File: src/rtl/status_telemetry_tx.sv
// Status telemetry framer: sends a 4-byte frame (header, status, seq, chk) over a
// valid/ready byte link. A frame is sent on a status change, after reset, or on heartbeat expiry.
module status_telemetry_tx #(
    parameter int          HEARTBEAT_CYCLES = 1000,
    parameter logic [7:0]  HEADER           = 8'hA5
) (
    input  logic       clk,
    input  logic       reset,
    input  logic [2:0] fsm_state,
    input  logic [1:0] comm_channel,
    input  logic       system_fault,
    input  logic       tx_ready,
    output logic       tx_valid,
    output logic [7:0] tx_data,
    output logic       tx_last,
    output logic       busy
);

    localparam int HBW = (HEARTBEAT_CYCLES > 2) ? $clog2(HEARTBEAT_CYCLES) : 1;
    localparam logic [HBW-1:0] HB_MAX = HBW'(HEARTBEAT_CYCLES - 1);

    localparam logic [0:0] S_IDLE = 1'b0;
    localparam logic [0:0] S_SEND = 1'b1;

    logic [0:0]     state_q, state_d;
    logic [1:0]     idx_q, idx_d;
    logic [7:0]     seq_q, seq_d;
    logic [HBW-1:0] hb_cnt_q, hb_cnt_d;
    logic [7:0]     snap_q, snap_d;
    logic           boot_q, boot_d;

    logic [7:0] live_status;
    logic       frame_start;
    logic [7:0] cur_byte;

    assign live_status = {system_fault, 2'b00, comm_channel, fsm_state};

    // Triggers are only evaluated in IDLE, which enforces an idle cycle between frames.
    assign frame_start = (state_q == S_IDLE) &&
                         ((live_status != snap_q) || boot_q || (hb_cnt_q == HB_MAX));

    always_comb begin
        case (idx_q)
            2'd0:    cur_byte = HEADER;
            2'd1:    cur_byte = snap_q;
            2'd2:    cur_byte = seq_q;
            default: cur_byte = HEADER ^ snap_q ^ seq_q;
        endcase
    end

    always_comb begin
        state_d  = state_q;
        idx_d    = idx_q;
        seq_d    = seq_q;
        snap_d   = snap_q;
        boot_d   = boot_q;
        hb_cnt_d = hb_cnt_q;

        if (frame_start) begin
            snap_d  = live_status;
            boot_d  = 1'b0;
            state_d = S_SEND;
            idx_d   = 2'd0;
        end else if ((state_q == S_SEND) && tx_ready) begin
            if (idx_q == 2'd3) begin
                state_d = S_IDLE;
                idx_d   = 2'd0;
                seq_d   = seq_q + 8'd1;
            end else begin
                idx_d = idx_q + 2'd1;
            end
        end

        // Heartbeat keeps running through SEND so a long stall still yields a prompt next frame.
        if (frame_start) begin
            hb_cnt_d = '0;
        end else if (hb_cnt_q != HB_MAX) begin
            hb_cnt_d = hb_cnt_q + 1'b1;
        end
    end

    always_ff @(posedge clk or posedge reset) begin
        if (reset) begin
            state_q  <= S_IDLE;
            idx_q    <= 2'd0;
            seq_q    <= 8'h00;
            hb_cnt_q <= '0;
            snap_q   <= 8'h00;
            boot_q   <= 1'b1;
        end else begin
            state_q  <= state_d;
            idx_q    <= idx_d;
            seq_q    <= seq_d;
            hb_cnt_q <= hb_cnt_d;
            snap_q   <= snap_d;
            boot_q   <= boot_d;
        end
    end

    assign tx_valid = (state_q == S_SEND);
    assign busy     = (state_q == S_SEND);
    assign tx_last  = (state_q == S_SEND) && (idx_q == 2'd3);
    assign tx_data  = (state_q == S_SEND) ? cur_byte : 8'h00;

endmodule
File: config.mk
export PLATFORM = sky130hd
export DESIGN_NAME = status_telemetry_tx
export DESIGN_NICKNAME = d
export VERILOG_FILES = /design/src/rtl/status_telemetry_tx.sv
export SDC_FILE = /design/constraint.sdc
export NUM_CORES = 1
export LEC_CHECK = 0
export ABC_AREA = 1
export CAP_MARGIN = 5
export CORE_UTILIZATION = 50
export CTS_CLUSTER_DIAMETER = 30
export DETAILED_ROUTE_END_ITERATION = 10
export PLACE_DENSITY = 0.8
export SYNTH_ARGS = -nofsm -noshare
export SYNTH_HDL_FRONTEND = slang
export SYNTH_SLANG_ARGS = --single-unit
File: constraint.sdc
create_clock -name clk -period 1.5 [get_ports clk]
set_input_delay 0.45 -clock clk [delete_from_list [all_inputs] [get_ports clk]]
set_output_delay 0.45 -clock clk [all_outputs]
set_load 0.03 [all_outputs]
; ---- Word level (Yosys, flattened, before mapping)
; Index checks and enable logic that the tools add are counted.
[word_totals]
ff_bits = 28
word_cells = 40
[op_classes]
add_sub_neg = 3
n_eq_ne = 6
mux = 10
n_bitwise = 4
reduce_logical = 11
[ops]
columns = operator, count
row1 = $pmux W8 S3, 1
row2 = $mux W10, 2
row3 = $add A10 B1 Y10 const B, 1
row4 = $eq A10 B10 Y1 const B, 1
row5 = $ne A10 B10 Y1 const B, 1
row6 = $add A8 B1 Y8 const B, 1
row7 = $mux W8, 1
row8 = $xor A8 B8 Y8, 1
row9 = $mux W2, 3
row10 = $ne A6 B6 Y1, 1
row11 = $reduce_bool A2 Y1, 3
row12 = $eq A2 B2 Y1 const B, 2
row13 = $not A4 Y4, 1
row14 = $logic_and A1 B1 Y1, 3
row15 = $mux W1, 3
row16 = $reduce_and A3 Y1, 1
row17 = $add A2 B1 Y2 const B, 1
row18 = $eq A2 B1 Y1 const B, 1
row19 = $logic_not A2 Y1, 1
row20 = $logic_or A1 B1 Y1, 2
row21 = $not A1 Y1, 2
row22 = $reduce_and A2 Y1, 1

; ---- Logic depth before layout (Yosys ltp)
[depth]
depth_word = 6
depth_mapped = 11
mapped_depth_nobuf = 11

; ---- Worst setup path after synthesis
; OpenSTA, ideal clock, no wires.
[synth_timing]
path_type = reg2out
from = register state_q, in the netlist busy
to = output tx_data[0]
arrival_time_ns = 1.708
required_ns = 1.050
path_slack_ns = -0.658
path_stages_with_launch = 3
path_buffers = 0
cell_sequence = dfrtp_1 > inv_1 > a211oi_1
[synth_between]
elab_chain_len = 1
[synth_lines]
columns = element, line
row1 = from (decl), 25  ; logic [0:0] state_q, state_d;
row2 = from (signal assigned), 91  ; state_q <= state_d;
row3 = $mux W8, 103  ; assign tx_data = (state_q == S_SEND) ? cur_byte : 8'h00;
row4 = to (decl), 14  ; output logic [7:0] tx_data,
; Every way passes these cells.

; ---- Final worst setup path
[layout_timing]
from = register idx_q[0]
to = output tx_data[0]
[layout_between]
elab_chain_len = 3
elab_cells_between_ends = 5
classes_between = eq/ne: 2 / mux: 2 / reduce/logical: 1
[layout_lines]
columns = element, line
row1 = from (decl), 26  ; logic [1:0] idx_q, idx_d;
row2 = from (signal assigned), 92  ; idx_q <= idx_d;
row3 = $eq A2 B2 Y1 (tied with other cells), 43  ; case (idx_q)
row4 = $pmux W8 S3 *, 43
row5 = $mux W8 *, 103
; Mark *: on every way between the ends. The rest lies on a longest branch, timed or not.

==> flow_summary.ini <==
[global_route]
grt_use_total_pct = 36.7
grt_antenna_before_repair = 0
grt-ovfl-total = 0
grt_max_degree = 29
grt_pass1_wl_um = 9340
first_global_vias = 1827

[worst_setup_path]
cp_slowest_stage_delay_ps = 480
cp_data_arrival_time_ps = 1940
cp-start-kind = flip-flop
endpoint_kind = output pin
critPathSlowestCell = dfrtp_2
criticalPathCategory = flip-flop to output pin
crit_fanout = 6
cp_cell_sequence = inv_2 -> buf_12 -> ha_4 -> buf_8 -> a221oi_4 -> a211oi_4 -> buf_6
cp.required_ps = 1050

[floorplan]
die_x_um = 60.6
num_rows = 20
start_util_pct = 54.4
die-height_um = 60.6
die_area_um2 = 3670
core-area_um2 = 3150
io_pins = 20

[timing]
finalCritPeriodShare_pct = 159
maxSlewHeadroom_pct = 75.3
fin_ws_ps = -889
tightest_slew_ps = 369
fmax_mhz = 419
setup_viol = 39
slew_viol_final = 0
fin_worst_skew_ps = 20.3
finalCriticalPeriod_ps = 2390
rsz0062_at_grt = yes
finalHoldViolCount = 0

[power_and_ir_drop]
p_leak_nw = 1.43
power_density_nw_per_um2 = 2220
vdd_drop_max_uv = 1700
power_mw = 6.62

[yosys]
syn_nets = 222
synth_top_area_share_pct = 39.4
ys_types = 32
synth_area_leader_cell = dfrtp_1
synth_area_leaders = dfrtp_1 (39%), nand2_1 (10%), inv_1 (6.3%)
seq_area_frac_synth_pct = 40.9
syn_area_um2 = 1720
syn_area_per_cell_um2 = 8.29
ys_ff_latch = 28
synthCells = 207
yosys_warnings = 0

[clocking]
hold_buffers = 0
clk_latency_ps = 360
cts_tree = yes
clkSinkCount = 28
cts_buffer_depth = 2
cts_buffers = 3
cts-htree-levels = 1
cts.clk_slew.worst_paths_ps = 180
cts-root-buf = clkbuf_4

[final_layout]
final_util_pct = 94.6
finalNetCount = 300
synthToLayoutAreaGrowth_pct = 73.8
final_cell_area_um2 = 2980
drive_above_1_share_pct = 57.4
fill_cells = 79
n_antenna_cell = 0

[detailed_routing]
post_drt_wl_per_cell_um = 25.4
wirelength_um = 8320
ant_nets = 0
drc = 0
vias = 2096
vias_per_cell = 6.39
drtIter0Drc = 350
dr.pass1.iters = 5

[place]
dp_hpwl_um = 3290
port_buffers = 19
place.gp.congestion = 0.830
place_area_um2 = 2340

[run_status]
status = finished, violations left
violations = negative setup slack

[worst_hold_path]
hp-class = primary input to asynchronous set/reset pin

[run]
cap_violations = 0
## worst paths after layout
path,start,to,slack [ps],cells past startpoint
min in group clk,fsm_state[0],snap_q[0]$_DFFE_PP0P_,460,4
worst min register to register,boot_q$_DFFE_PP1P_,boot_q$_DFFE_PP1P_,500,2
worst min-delay path,reset,snap_q[1]$_DFFE_PP0P_,420,3
max in group asynchronous,reset,boot_q$_DFFE_PP1P_,820,3
worst max register to register,snap_q[3]$_DFFE_PP0P_,idx_q[0]$_DFFE_PP0P_,-350,13
worst max-delay path,idx_q[0]$_DFFE_PP0P_,tx_data[0],-890,7
## cell usage after synthesis
cell type  count
nand2_1       47
nand4_2        1
xor2_1        10
xnor2_1        7
nor2_2         4
nor2_4         1
inv_1         29
buf_8          1
o22ai_1        1
nand3_2        2
o21ai_2        3
nor2_1        23
nor2_8         1
nand2_4        2
nand4_4        1
a21oi_1        2
a21oi_2        1
a221oi_1       6
inv_2          4
dfstp_2        1
nand4_1        2
buf_4          1
a211oi_1       3
o31ai_1        1
o21ai_0        6
nand3_1        8
ha_1           6
clkinv_1       1
nor3_1         2
buf_2          1
nand2_2        2
dfrtp_1       27
## critical path, delay by kind of cell (launching register included)
kind / cells / cell delay [ps]
adders and majority gates: 1 / 160
DFF: 1 / 480
AOI/OAI and AO/OA: 2 / 420
buffers and inverters: 4 / 500
## per-stage QoR
step / hold WS [ps] / setup TNS (ps) / std cells / setup slack [ps]
after CTS: 422 / -6590 / 318 / -756
after detailed placement: 450 / -11260 / 304 / -613
after floorplan: 437 / -1530 / 207 / -248
final: 419 / -13170 / 328 / -889
after global routing: 445 / -15120 / 328 / -912
after global placement: 449 / -9650 / 304 / -582
## placed cells by master (no fill, tap or decap), types with 7 or more instances in the layout
cell / count
nand2_2: 14
nor2_2: 8
inv_2: 10
nor2_1: 10
dfrtp_2: 7
dfrtp_1: 20
nand2_4: 8
nor2_4: 10
buf_6: 22
clkdlybuf4s50_1: 7
buf_4: 35
xnor2_1: 7
nand2_1: 28
inv_1: 20
xor2_1: 9
## cells by family (layout without fill, tap and decap cells)
| logic type | Yosys count | after routing | synth area share [%] |
|---|---|---|---|
| buffers and inverters | 37 | 114 | 9.04 |
| flip-flops | 28 | 28 | 40.9 |
| adder cells (fa/ha/maj) | 6 | 6 | 4.38 |
| AND/OR/NAND/NOR | 96 | 96 | 27.4 |
| AO/OA/AOI/OAI | 23 | 23 | 9.56 |
| XOR/XNOR | 17 | 17 | 8.68 |
## timing repair
| action | CTS | global route |
|---|---|---|
| setup buffers | 11 | 9 |
| setup endpoints to repair | 25 | 35 |
| resized for setup | 55 | 64 |
| cloned | 0 | 2 |
| pin swaps | 13 | 9 |
## cell type report
type,count,area (um^2),share of cell area [%]
clock buffer,3,22.5,0.755
clock inverter,1,30.0,1.01
inverter,34,150,5.04
multi-input combinational,142,1230,41.3
sequential,28,711,23.8
tap,44,55.1,1.85
timing repair buffer,75,769,25.8
timing repair inverter,1,11.3,0.378
## where the power goes
| part | switching (mW) | internal, mW | leakage, nW | total (mW) |
|---|---|---|---|---|
| registers | 0.452 | 1.03 | 0.342 | 1.48 |
| logic | 2.52 | 2.09 | 1.06 | 4.61 |
| clock network | 0.261 | 0.271 | 0.0279 | 0.531 |
## per-layer routing
| layer | track usage [%] | routed length (um) |
|---|---|---|
| met1 | 43.5 | 2700 |
| met2 | 63.7 | 3820 |
| met3 | 7.25 | 936 |
| met4 | 17.5 | 864 |
| met5 | 0 | 0 |
## state kept, by name, indices dropped and copies added, names as in the netlist
name / flops
snap_q: 6
busy: 1
seq_q: 8
boot_q: 1
hb_cnt_q: 10
idx_q: 2
Note: power is estimated with default switching activity, not from simulation.
